<file path="src/rtl/alsu_pkg.sv">
// Shared ALSU pin-interface definitions: opcodes, cmd_flags bit positions, the idle pin
// pattern and the invalid-operation rule used by the command driver.
package alsu_pkg;

    localparam logic [2:0] OP_OR     = 3'd0;
    localparam logic [2:0] OP_XOR    = 3'd1;
    localparam logic [2:0] OP_ADD    = 3'd2;
    localparam logic [2:0] OP_MUL    = 3'd3;
    localparam logic [2:0] OP_SHIFT  = 3'd4;
    localparam logic [2:0] OP_ROTATE = 3'd5;

    // cmd_flags = {cin, serial_in, red_op_A, red_op_B, bypass_A, bypass_B, direction}
    localparam int FLG_CIN       = 6;
    localparam int FLG_SERIAL_IN = 5;
    localparam int FLG_RED_A     = 4;
    localparam int FLG_RED_B     = 3;
    localparam int FLG_BYPASS_A  = 2;
    localparam int FLG_BYPASS_B  = 1;
    localparam int FLG_DIRECTION = 0;

    localparam int ALSU_OUT_W  = 6;
    localparam int ALSU_LEDS_W = 16;

    typedef struct packed {
        logic signed [2:0] a;
        logic signed [2:0] b;
        logic [2:0]        opcode;
        logic              cin;
        logic              serial_in;
        logic              red_op_a;
        logic              red_op_b;
        logic              bypass_a;
        logic              bypass_b;
        logic              direction;
    } alsu_pins_t;

    // Bypassing a zero A operand forces the ALSU output to 0 between commands.
    localparam alsu_pins_t ALSU_IDLE_PINS = '{
        a:         3'sd0,
        b:         3'sd0,
        opcode:    OP_OR,
        cin:       1'b0,
        serial_in: 1'b0,
        red_op_a:  1'b0,
        red_op_b:  1'b0,
        bypass_a:  1'b1,
        bypass_b:  1'b0,
        direction: 1'b0
    };

    function automatic logic alsu_is_invalid(input logic [2:0] opcode,
                                             input logic       red_a,
                                             input logic       red_b);
        return ((red_a | red_b) & (opcode[1] | opcode[2])) | (opcode[1] & opcode[2]);
    endfunction

endpackage

</file>
<file path="src/rtl/alsu_rsp_fifo.sv">
// Circular response buffer for the ALSU command driver; DEPTH must be a power of two so the
// pointers wrap naturally. Storage is not reset, only the pointers and occupancy.
module alsu_rsp_fifo #(
    parameter int DEPTH  = 4,
    parameter int DATA_W = 12
) (
    input  logic              clk,
    input  logic              rst_n,
    input  logic              push,
    input  logic [DATA_W-1:0] wr_data,
    input  logic              pop,
    output logic              rd_valid,
    output logic [DATA_W-1:0] rd_data
);

    localparam int AW = $clog2(DEPTH);

    logic [DATA_W-1:0] mem [DEPTH];
    logic [AW-1:0]     wr_ptr;
    logic [AW-1:0]     rd_ptr;
    logic [AW:0]       count;
    logic              full;
    logic              push_ok;
    logic              pop_ok;

    assign full     = (count == (AW+1)'(DEPTH));
    assign rd_valid = (count != '0);
    assign rd_data  = mem[rd_ptr];
    assign pop_ok   = pop && rd_valid;
    // A push into a full buffer is only safe when the head leaves in the same cycle.
    assign push_ok  = push && (!full || pop_ok);

    always_ff @(posedge clk) begin
        if (push_ok) begin
            mem[wr_ptr] <= wr_data;
        end
    end

    always_ff @(posedge clk or negedge rst_n) begin
        if (!rst_n) begin
            wr_ptr <= '0;
            rd_ptr <= '0;
            count  <= '0;
        end else begin
            if (push_ok) begin
                wr_ptr <= wr_ptr + AW'(1);
            end
            if (pop_ok) begin
                rd_ptr <= rd_ptr + AW'(1);
            end
            case ({push_ok, pop_ok})
                2'b10:   count <= count + (AW+1)'(1);
                2'b01:   count <= count - (AW+1)'(1);
                default: count <= count;
            endcase
        end
    end

endmodule

</file>
<file path="src/rtl/alsu_cmd_driver.sv">
// Drives commands onto the ALSU pins and returns in-order responses after the 2-cycle ALSU latency.
// Optional leds consistency check enabled by defining ALSU_DRV_LEDS_CHECK_EN.
module alsu_cmd_driver
    import alsu_pkg::*;
#(
    parameter int DEPTH = 4,
    parameter int TAG_W = 4
) (
    input  logic                    clk,
    input  logic                    rst_n,
    input  logic                    cmd_valid,
    output logic                    cmd_ready,
    input  logic [2:0]              cmd_opcode,
    input  logic signed [2:0]       cmd_a,
    input  logic signed [2:0]       cmd_b,
    input  logic [6:0]              cmd_flags,
    input  logic [TAG_W-1:0]        cmd_tag,
    output logic signed [2:0]       alsu_A,
    output logic signed [2:0]       alsu_B,
    output logic [2:0]              alsu_opcode,
    output logic                    alsu_cin,
    output logic                    alsu_serial_in,
    output logic                    alsu_red_op_A,
    output logic                    alsu_red_op_B,
    output logic                    alsu_bypass_A,
    output logic                    alsu_bypass_B,
    output logic                    alsu_direction,
    input  logic signed [5:0]       alsu_out,
    input  logic [ALSU_LEDS_W-1:0]  alsu_leds,
    output logic                    rsp_valid,
    input  logic                    rsp_ready,
    output logic signed [5:0]       rsp_out,
    output logic                    rsp_invalid,
    output logic                    rsp_err,
    output logic [TAG_W-1:0]        rsp_tag
);

    localparam int AW    = $clog2(DEPTH);
    localparam int ENT_W = ALSU_OUT_W + 2 + TAG_W;

    logic             cmd_fire;
    logic             rsp_pop;
    logic [AW:0]      used;
    alsu_pins_t       cmd_pins;
    alsu_pins_t       pins_p0;

    logic             vld_p0, vld_p1, vld_p2;
    logic             inv_p0, inv_p1, inv_p2;
    logic [TAG_W-1:0] tag_p0, tag_p1, tag_p2;

    logic             cap_err;
    logic [ENT_W-1:0] cap_entry;
    logic [ENT_W-1:0] rsp_entry;

    assign cmd_ready = (used < (AW+1)'(DEPTH));
    assign cmd_fire  = cmd_valid && cmd_ready;
    assign rsp_pop   = rsp_valid && rsp_ready;

    always_comb begin
        cmd_pins           = ALSU_IDLE_PINS;
        cmd_pins.a         = cmd_a;
        cmd_pins.b         = cmd_b;
        cmd_pins.opcode    = cmd_opcode;
        cmd_pins.cin       = cmd_flags[FLG_CIN];
        cmd_pins.serial_in = cmd_flags[FLG_SERIAL_IN];
        cmd_pins.red_op_a  = cmd_flags[FLG_RED_A];
        cmd_pins.red_op_b  = cmd_flags[FLG_RED_B];
        cmd_pins.bypass_a  = cmd_flags[FLG_BYPASS_A];
        cmd_pins.bypass_b  = cmd_flags[FLG_BYPASS_B];
        cmd_pins.direction = cmd_flags[FLG_DIRECTION];
    end

    // Stage p0: pins hold an accepted command for exactly one cycle, idle otherwise.
    always_ff @(posedge clk or negedge rst_n) begin
        if (!rst_n) begin
            pins_p0 <= ALSU_IDLE_PINS;
        end else begin
            pins_p0 <= cmd_fire ? cmd_pins : ALSU_IDLE_PINS;
        end
    end

    assign alsu_A         = pins_p0.a;
    assign alsu_B         = pins_p0.b;
    assign alsu_opcode    = pins_p0.opcode;
    assign alsu_cin       = pins_p0.cin;
    assign alsu_serial_in = pins_p0.serial_in;
    assign alsu_red_op_A  = pins_p0.red_op_a;
    assign alsu_red_op_B  = pins_p0.red_op_b;
    assign alsu_bypass_A  = pins_p0.bypass_a;
    assign alsu_bypass_B  = pins_p0.bypass_b;
    assign alsu_direction = pins_p0.direction;

    // Stages p0..p2: in-flight tracking; never stalls because credits reserve a FIFO slot.
    always_ff @(posedge clk or negedge rst_n) begin
        if (!rst_n) begin
            vld_p0 <= 1'b0;
            vld_p1 <= 1'b0;
            vld_p2 <= 1'b0;
        end else begin
            vld_p0 <= cmd_fire;
            vld_p1 <= vld_p0;
            vld_p2 <= vld_p1;
        end
    end

    always_ff @(posedge clk) begin
        inv_p0 <= alsu_is_invalid(cmd_opcode, cmd_flags[FLG_RED_A], cmd_flags[FLG_RED_B]);
        tag_p0 <= cmd_tag;
        inv_p1 <= inv_p0;
        tag_p1 <= tag_p0;
        inv_p2 <= inv_p1;
        tag_p2 <= tag_p1;
    end

`ifdef ALSU_DRV_LEDS_CHECK_EN
    logic [ALSU_LEDS_W-1:0] leds_prev;
    logic [ALSU_LEDS_W-1:0] leds_exp;

    // leds_prev trails the ALSU by one cycle, i.e. the value before the capture op updated it.
    always_ff @(posedge clk) begin
        leds_prev <= alsu_leds;
    end

    assign leds_exp = inv_p2 ? ~leds_prev : '0;
    assign cap_err  = (alsu_leds != leds_exp);
`else
    logic unused_leds;
    assign unused_leds = ^alsu_leds;
    assign cap_err     = 1'b0;
`endif

    // Capture stage: the result launched three edges ago is on alsu_out now.
    assign cap_entry = {alsu_out, inv_p2, cap_err, tag_p2};

    alsu_rsp_fifo #(
        .DEPTH  (DEPTH),
        .DATA_W (ENT_W)
    ) u_rsp_fifo (
        .clk      (clk),
        .rst_n    (rst_n),
        .push     (vld_p2),
        .wr_data  (cap_entry),
        .pop      (rsp_pop),
        .rd_valid (rsp_valid),
        .rd_data  (rsp_entry)
    );

    assign rsp_out     = rsp_entry[ENT_W-1 -: ALSU_OUT_W];
    assign rsp_invalid = rsp_entry[TAG_W+1];
    assign rsp_err     = rsp_entry[TAG_W];
    assign rsp_tag     = rsp_entry[TAG_W-1:0];

    always_ff @(posedge clk or negedge rst_n) begin
        if (!rst_n) begin
            used <= '0;
        end else begin
            case ({cmd_fire, rsp_pop})
                2'b10:   used <= used + (AW+1)'(1);
                2'b01:   used <= used - (AW+1)'(1);
                default: used <= used;
            endcase
        end
    end

endmodule

</file>
<file path="config.mk">
export PLATFORM = sky130hd
export DESIGN_NAME = alsu_cmd_driver
export DESIGN_NICKNAME = d
export VERILOG_FILES = /design/src/rtl/alsu_pkg.sv /design/src/rtl/alsu_rsp_fifo.sv /design/src/rtl/alsu_cmd_driver.sv
export SDC_FILE = /design/constraint.sdc
export NUM_CORES = 1
export LEC_CHECK = 0
export ABC_CLOCK_PERIOD_IN_PS = 6000
export CORE_ASPECT_RATIO = 2
export CORE_UTILIZATION = 30
export CTS_BUF_LIST = sky130_fd_sc_hd__clkbuf_16
export DETAILED_ROUTE_END_ITERATION = 8
export HOLD_SLACK_MARGIN = 0.08
export SKIP_CTS_REPAIR_TIMING = 1
export SKIP_LAST_GASP = 1
export SLEW_MARGIN = 20
export SYNTH_ARGS = -nofsm -noshare
export SYNTH_HDL_FRONTEND = slang
export SYNTH_SLANG_ARGS = --single-unit
</file>
<file path="constraint.sdc">
create_clock -name clk -period 6 [get_ports clk]
set_input_delay 1.2 -clock clk [delete_from_list [all_inputs] [get_ports clk]]
set_output_delay 1.2 -clock clk [all_outputs]
set_load 0.005 [all_outputs]
</file>
Word level (Yosys, flattened, before mapping)
Memory sizes are Yosys's and may differ from the RTL's.
Index checks and enable logic that the tools add are counted.
Widths: inputs -> output; s select.
{"block": "word_totals", "reg_bits": 44, "ram_bits": 44, "inputBits": 46, "out_inout_bits": 30, "word_cells": 55, "mem_count": 1}
{"block": "classes", "n_addsub": 6, "n_lt_le_gt_ge": 1, "eq_ne": 5, "n_mux": 5, "bitwise_logic": 5, "reduce_logical": 9}
{"memory": "u_rsp_fifo.mem", "words": 4, "width": 11, "read_ports": 1, "rd_clocked_by_memory_dff": 0, "write_ports": 1, "line_no": "alsu_rsp_fifo.sv:18", "text": "logic [DATA_W-1:0] mem [DEPTH];"}
{"op": "$mux 16", "count": 1}
{"op": "$pmux 3 s2", "count": 2}
{"op": "$add 3x1->3 const B", "count": 2}
{"op": "$sub 3x1->3 const B", "count": 2}
{"op": "$add 2x1->2 const B", "count": 2}
{"op": "$eq 2x1->1 const B", "count": 2}
{"op": "$eq 2x2->1 const B", "count": 2}
{"op": "$logic_and 1x1->1", "count": 4}
{"op": "$reduce_bool 2->1", "count": 2}
{"op": "$eq 3x3->1 const B", "count": 1}
{"op": "$lt 3x3->1 const B", "count": 1}
{"op": "$or 1x1->1", "count": 3}
{"op": "$reduce_bool 3->1", "count": 1}
{"op": "$and 1x1->1", "count": 2}
{"op": "$mux 1", "count": 2}
{"op": "$logic_not 1->1", "count": 1}
{"op": "$logic_or 1x1->1", "count": 1}

Longest topological paths before layout
Gate-level depths: netlist of the first run.
{"block": "logic_depth", "ltp_word": 7, "ltp_mapped": 9, "depth_no_buf": 8}

Modules after synthesis
Synthesis of the first run repeated with hierarchy kept, for this count alone.
{"block": "hier_totals", "cells_unflattened": 173, "area_unflattened_um2": 3260.6}
{"mod": "alsu_rsp_fifo", "n_inst": 1, "cells_per_inst": 100, "area_per_inst_um2": 2148.3, "seq_area_each_um2": 1616.6}
{"mod": "alsu_cmd_driver", "n_inst": 1, "cells_per_inst": 73, "area_per_inst_um2": 1112.3, "seq_area_each_um2": 852.1}

Worst setup path after synthesis of the first run
Ideal clock, no wire load.
{"block": "synth_path", "kind": "input -> register", "from": "input rsp_ready", "to": "register u_rsp_fifo.count[2]", "setup_time_ns": 0.118, "arrival_time_ns": 2.843, "required_time_ns": 5.882, "path_slack_ns": 3.039, "stages": 7, "n_path_buf": 1, "cell_sequence": "buf_2 -> o31a_1 -> nand2b_1 -> fa_1 -> or3b_1 -> a32o_1 -> a21o_1"}
{"block": "synth_between", "elab_chain_len": 6, "elab_cells_between_ends": 8, "cone_classes": "eq/ne (2); mux (1); reduce/logical (5)"}
{"element": "start: declaration", "line_no": "alsu_cmd_driver.sv:31", "text": "input logic rsp_ready,"}
{"element": "$logic_and 1x1->1 *", "line_no": "alsu_cmd_driver.sv:57", "text": "assign rsp_pop = rsp_valid && rsp_ready;"}
{"element": "$logic_and 1x1->1 *", "line_no": "alsu_rsp_fifo.sv:29", "text": "assign pop_ok = pop && rd_valid;"}
{"element": "$logic_or 1x1->1", "line_no": "alsu_rsp_fifo.sv:31", "text": "assign push_ok = push && (!full || pop_ok);"}
{"element": "$logic_and 1x1->1", "line_no": "alsu_rsp_fifo.sv:31"}
{"element": "$eq 2x1->1 or $eq 2x2->1 (tied branches)", "line_no": "alsu_rsp_fifo.sv:51", "text": "case ({push_ok, pop_ok})"}
{"element": "$pmux 3 s2 or $reduce_bool 2->1 (tied branches)"}
{"element": "end signal: assignment", "line_no": "alsu_rsp_fifo.sv:52", "text": "2'b10: count <= count + (AW+1)'(1);"}
{"element": "end signal: assignment", "line_no": "alsu_rsp_fifo.sv:53", "text": "2'b01: count <= count - (AW+1)'(1);"}
{"element": "end signal: assignment", "line_no": "alsu_rsp_fifo.sv:54", "text": "default: count <= count;"}
{"element": "end: declaration", "line_no": "alsu_rsp_fifo.sv:21", "text": "logic [AW:0] count;"}
Every way passes the cells marked *; elsewhere a longest branch is shown, timed or not.
A chain may end at the register's enable or synchronous reset.

Final worst setup path of the first run
{"block": "layout_path", "from": "register u_rsp_fifo.rd_ptr[0]", "to": "output rsp_out[0]"}
{"block": "layout_between", "elab_chain_len": 1}
{"element": "start: declaration", "line_no": "alsu_rsp_fifo.sv:20", "text": "logic [AW-1:0] rd_ptr;"}
{"element": "start signal: assignment", "line_no": "alsu_rsp_fifo.sv:49", "text": "rd_ptr <= rd_ptr + AW'(1);"}
{"element": "$mem_v2 4x11"}
{"element": "end: declaration", "line_no": "alsu_cmd_driver.sv:32", "text": "output logic signed [5:0] rsp_out,"}
Every way passes these cells.

==> results of run 1 <==
worst min-delay path by stage:
stage | start | end | slack, ns | cells past startpoint
after CTS | tag_p1[1] | tag_p2[1] | 0.33 | 0
final | inv_p1 | inv_p2 | 0.33 | 0
after detailed placement | tag_p1[1] | tag_p2[1] | 0.31 | 0
after global placement | tag_p1[2] | tag_p2[2] | 0.31 | 0
after floorplan | inv_p0 | inv_p1 | 0.31 | 0
after global routing | tag_p0[1] | tag_p1[1] | 0.33 | 0
per-stage QoR:
step	std cells	hold WS [ns]	worst slack (ns)	cell area, um^2	power (mW)
after detailed placement	373	0.312	2.31	3910	1.36
after global placement	373	0.311	2.35	3910	1.34
final	389	0.326	2.55	4220	1.89
after floorplan	185	0.310	3.04	3180	1.12
after CTS	389	0.327	2.45	4220	1.92
after global routing	389	0.332	2.37	4220	2.00
cells by family after synthesis:
family	Yosys count	synth area share, %
flip-flops	88	73.8
adder cells (fa/ha/maj)	7	3.22
XOR/XNOR	6	1.65
AO/OA/AOI/OAI	15	3.50
AND/OR/NAND/NOR	39	7.03
other	1	0.118
multiplexers	13	8.57
buffers and inverters	16	2.16
routing by layer:
metal | GRT usage, % | vias up | part of all wire (%)
li1 | - | 783 | -
met1 | 11.0 | 803 | 38
met2 | 17.1 | 45 | 53
met3 | 4.29 | 7 | 6.1
met4 | 5.38 | 0 | 2.6
met5 | 0 | - | 0
registers in the layout (all words and copies together), names as in the netlist, 2 cells and up:
| name | cells |
|---|---|
| u_rsp_fifo.mem | 44 |
| tag_p0 | 4 |
| tag_p1 | 4 |
| tag_p2 | 4 |
| alsu_A | 3 |
| alsu_B | 3 |
| alsu_opcode | 3 |
| u_rsp_fifo.count | 3 |
| used | 3 |
| u_rsp_fifo.rd_ptr | 2 |
| u_rsp_fifo.wr_ptr | 2 |
synth_stat cells, types with 4 or more instances:
| library cell | number | share of area [%] |
|---|---|---|
| and2_1 | 19 | 3.7 |
| dfrtp_1 | 28 | 22 |
| dfxtp_1 | 15 | 9.4 |
| edfxtp_1 | 44 | 41 |
| ha_1 | 5 | 2.0 |
| inv_1 | 9 | 1.1 |
| mux4_2 | 11 | 7.8 |
| nand2_1 | 6 | 0.71 |
| nor2_1 | 4 | 0.47 |
| nor2b_1 | 4 | 0.79 |
| o21ai_0 | 5 | 0.79 |
| xnor2_1 | 4 | 1.1 |
final cells by class:
cell class                      instances  area [um^2]
Clock inverter                          6         56.3
Timing Repair Buffer                   59          588
Clock buffer                           10          250
Tap cell                              135          169
Inverter                               10         37.5
Multi-Input combinational cell         81          767
Fill cell                             940         6000
Sequential cell                        88         2350
where the power goes:
group	switching, mW	internal, mW	leakage [nW]
clock network	0.212	0.345	0.159
registers	0.0938	0.745	0.894
logic	0.184	0.306	0.553
total	0.490	1.40	1.61
==> impl_results.md, run 1 <==
- Full die area: 0.0111 mm^2
- Vias in the first global route: 1,729
- Yosys reg bits: 88
- Async S/R FF share, synth: 33.0%
- Post-synthesis cell area: 0.00318 mm^2
- Final core utilization: 41.3%
- Core Region: 0.0102 mm^2
- H-tree Lvls: 3
- First-pass GRT wire length: 8350 um
- Synth Flop Type: edfxtp_1
- Antenna viol nets, final: 0
- Setup Skew: 0.00820 ns
- WP buf/inv: 1
- Final Max Tran Viols: 0
- Mapped Nets: 238
- Die Span Y: 148 um
- Tcrit/Tclk final: 57.5%
- Status: complete, no violations
- GRT Util Overall: 10.4%
- Chip width: 74.9 um
- Sequential area share after synthesis: 73.8%
- Remaining global-route overflow: 0
- Reg clk slew, reported paths: 0.06 ns
- Final setup TNS: 0 ns
- Worst setup path startpoint: u_rsp_fifo.rd_ptr[0]
- Hpwl dp: 3460 um
- Critical Path Sink: rsp_out[0]
- Slowest-stage cell, CP: dfrtp_1
- Area grow syn2layout: 32.4%
- Avg Inst Size Synth: 17.2 um^2
- Reg-to-reg endpoint: u_rsp_fifo.count[2]
- Most common cell after layout, fill and taps aside: clkdlybuf4s50_1
- Final Hold Fails: 0
- Reg-to-Reg Start: u_rsp_fifo.count[2]
- Drt drc: 0
- Period minus WS final: 3.45 ns
- Routability cong.: 0.687
- Crit-path cells: mux4_2, clkdlybuf4s50_1
- Reg2Reg Setup Slack: 3.80 ns
- Clock Tree Root: clkbuf_16
- Worst min path class: reg -> reg
- Crit-path max cell delay: 0.86 ns
- Peak Freq: 290 MHz
- Via count: 1,638
- Wirelength per Cell: 12.9 um
- Clock Sinks: 88
- Row cnt: 52
- Final setup fails: 0
- Initial core utilization: 31.2%
- Nets: 302
- Setup crit end kind: primary output
- Initial antenna violation count: 0
- RSZ-0062 raised after global routing: no
- CP arrival: 2.25 ns
- Vias per cell: 4.21
- Pwr/cell area: 447 mW/mm^2
- Port Buf Inserts: 58
- Yosys Warn Count: 0
- Max clock buf depth: 2
- Req. time, crit path: 4.80 ns
- Crit path kind: reg -> out
- Initial detailed-routing violation count: 58
- Startpoint Class: register
- P_leak: 1.61 nW
- Top Ports: 76
- Post-synth EDFFs: 44
- Worst VDD drop: 0.000247 V
- Largest net degree at the start of global routing: 30
- Cell family with most CP delay: flip-flops
- Clock Latency Late Sink: 0.33 ns
- Leading cell types in the layout, fill and taps excluded: clkdlybuf4s50_1 (58), edfxtp_1 (44), dfrtp_1 (28), and2_1 (19), dfxtp_1 (15)
- Num CTS Buffers: 9
- Instance count on the critical path: 2
- Mapped Cells: 185
- Critical Path Fanout Max: 13
- Worst slew margin: 40.9%
- Max cap viols: 0
- FF-to-FF path depth: 6
- Netlist cell types: 37
- Ratio of cells with drive above 1 in the final layout: 11.4%
- Worst Max-Slew Pin Slew: 0.885 ns
- Drt pass-1 iters: 4
- Ant. Diodes: 0
- CTS tree: yes
- Final WL: 5010 um
(Power assumes the default switching activity.)
==> run 2, diff against run 1 <==
--- a/config.mk
+++ b/config.mk
@@ -5,7 +5,7 @@
 export SDC_FILE = /design/constraint.sdc
 export NUM_CORES = 1
 export LEC_CHECK = 0
-export ABC_CLOCK_PERIOD_IN_PS = 6000
+export ABC_CLOCK_PERIOD_IN_PS = 2850
 export CORE_ASPECT_RATIO = 2
 export CORE_UTILIZATION = 30
 export CTS_BUF_LIST = sky130_fd_sc_hd__clkbuf_16
==> constraint.sdc (replaced) <==
create_clock -name clk -period 2.85 [get_ports clk]
set_input_delay 0.57 -clock clk [delete_from_list [all_inputs] [get_ports clk]]
set_output_delay 0.57 -clock clk [all_outputs]
set_load 0.005 [all_outputs]
==> impl_results.md, run 2 (synthesized netlist as in run 1, its figures left out) <==
- Status: complete, no violations
- Cell family with most CP delay: buffers and inverters
- Power after layout: 4.03 mW
- Tcrit/Tclk final: 87.9%
- Initial detailed-routing violation count: 41
- CTS tree: yes
- Area grow syn2layout: 34.3%
- Top Ports: 76
- Reg-to-reg endpoint: u_rsp_fifo.count[2]
- Max clock buf depth: 2
- Final core utilization: 41.9%
- RSZ-0062 raised after global routing: no
- Clock Sinks: 88
- Reg2Reg Setup Slack: 0.73 ns
- Worst slew margin: 61.9%
- Via count: 1,685
- Nets: 310
- Worst min path class: reg -> reg
- Hpwl dp: 3580 um
- Final Hold Fails: 0
- Crit path kind: reg -> out
- P_leak: 1.65 nW
- WP buf/inv: 2
- Core Region: 0.0102 mm^2
- Routability cong.: 0.704
- Fill cell count: 941
- Initial antenna violation count: 0
- Vias per cell: 4.24
- Vias in the first global route: 1,730
- Largest net degree at the start of global routing: 30
- Setup Skew: 0.00375 ns
- Critical Path Fanout Max: 13
- Antenna viol nets, final: 0
- Row cnt: 52
- Biggest register: u_rsp_fifo.mem
- Period minus WS final: 2.50 ns
- Setup crit end kind: primary output
- Die Span Y: 148 um
- FF-to-FF path depth: 6
- Instance count on the critical path: 3
- Num CTS Buffers: 9
- Final setup TNS: 0 ns
- Remaining global-route overflow: 0
- CP arrival: 1.93 ns
- First-pass GRT wire length: 8390 um
- Worst VDD drop: 0.000429 V
- Startpoint Class: register
- Crit-path cells: buf_4, mux4_2, clkdlybuf4s50_1
- Final worst slack: 0.345 ns
- Clock Tree Root: clkbuf_16
- Crit-path max cell delay: 0.54 ns
- Reg clk slew, reported paths: 0.06 ns
- Drt drc: 0
- Final Max Tran Viols: 0
- Critical Path Sink: rsp_tag[3]
- Post-Place Worst Slack: 0.174 ns
- Chip width: 74.9 um
- Final WL: 5160 um
- Most common cell after layout, fill and taps aside: clkdlybuf4s50_1
- H-tree Lvls: 3
- Final setup fails: 0
- Leading cell types in the layout, fill and taps excluded: clkdlybuf4s50_1 (58), edfxtp_1 (44), dfrtp_1 (28), and2_1 (19), dfxtp_1 (15)
- Clock Latency Late Sink: 0.34 ns
- Ant. Diodes: 0
- Full die area: 0.0111 mm^2
- Port Buf Inserts: 58
- GRT Util Overall: 10.8%
- Final cell count without fillers: 397
- Req. time, crit path: 2.28 ns
- Max cap viols: 0
- Slowest-stage cell, CP: mux4_2
- Max reg flops: 44
- Inst Count DP: 381
- Drt pass-1 iters: 4
- Worst setup path startpoint: u_rsp_fifo.rd_ptr[0]
- Reg-to-Reg Start: u_rsp_fifo.count[2]
- Worst Max-Slew Pin Slew: 0.572 ns
- Wirelength per Cell: 13.0 um
- Ratio of cells with drive above 1 in the final layout: 14.5%
- Peak Freq: 399 MHz
- Pwr/cell area: 941 mW/mm^2
- Initial core utilization: 31.2%
-- run 2: cell types whose count changed in the layout (fill, tap and decap cells not counted), sizes merged --
cell  before  now
buf        1    9
-- run 2: report_power, final --
part / leakage [nW] / switching, mW / internal, mW
Clock: 0.161 / 0.457 / 0.727
Combinational: 0.594 / 0.447 / 0.675
Sequential: 0.894 / 0.150 / 1.57
-- run 2: worst register-to-register path, delay by kind of cell, from the launching register on --
family / cells / cell delay [ns]
compound gates: 3 / 0.61
flops: 1 / 0.47
simple gates: 2 / 0.46
fa+ha+maj: 1 / 0.46
-- run 2: final cells by class --
type	instances	area, um^2	share of cell area (%)
clock buffers	10	250	5.85
well taps	135	169	3.95
flip-flops and latches	88	2350	54.9
multi-input cells	81	767	17.9
repair buffers	67	648	15.2
clock inverters	6	57.6	1.35
inverters	10	37.5	0.877
-- run 2: stage by stage --
stage	cell area [um^2]	hold WS, ns
floorplan	3180	0.274
global placement	3970	0.311
detailed placement	3970	0.314
CTS	4280	0.328
global route	4280	0.335
finish	4280	0.326
-- run 2: worst min-delay path by stage --
stage,from,cells after the start,to
after global routing,inv_p0,0,inv_p1
after detailed placement,tag_p1[0],0,tag_p2[0]
after CTS,tag_p1[0],0,tag_p2[0]
after global placement,tag_p1[2],0,tag_p2[2]
after floorplan,rst_n,0,alsu_A[0]
final,tag_p1[0],0,tag_p2[0]
-- run 2: metal layers --
layer	GRT usage (%)	vias to the layer above	part of all wire (%)
li1	-	802	-
met1	11.2	813	39
met2	17.1	57	51
met3	4.84	13	6.2
met4	7.26	0	3.4
met5	0	-	0
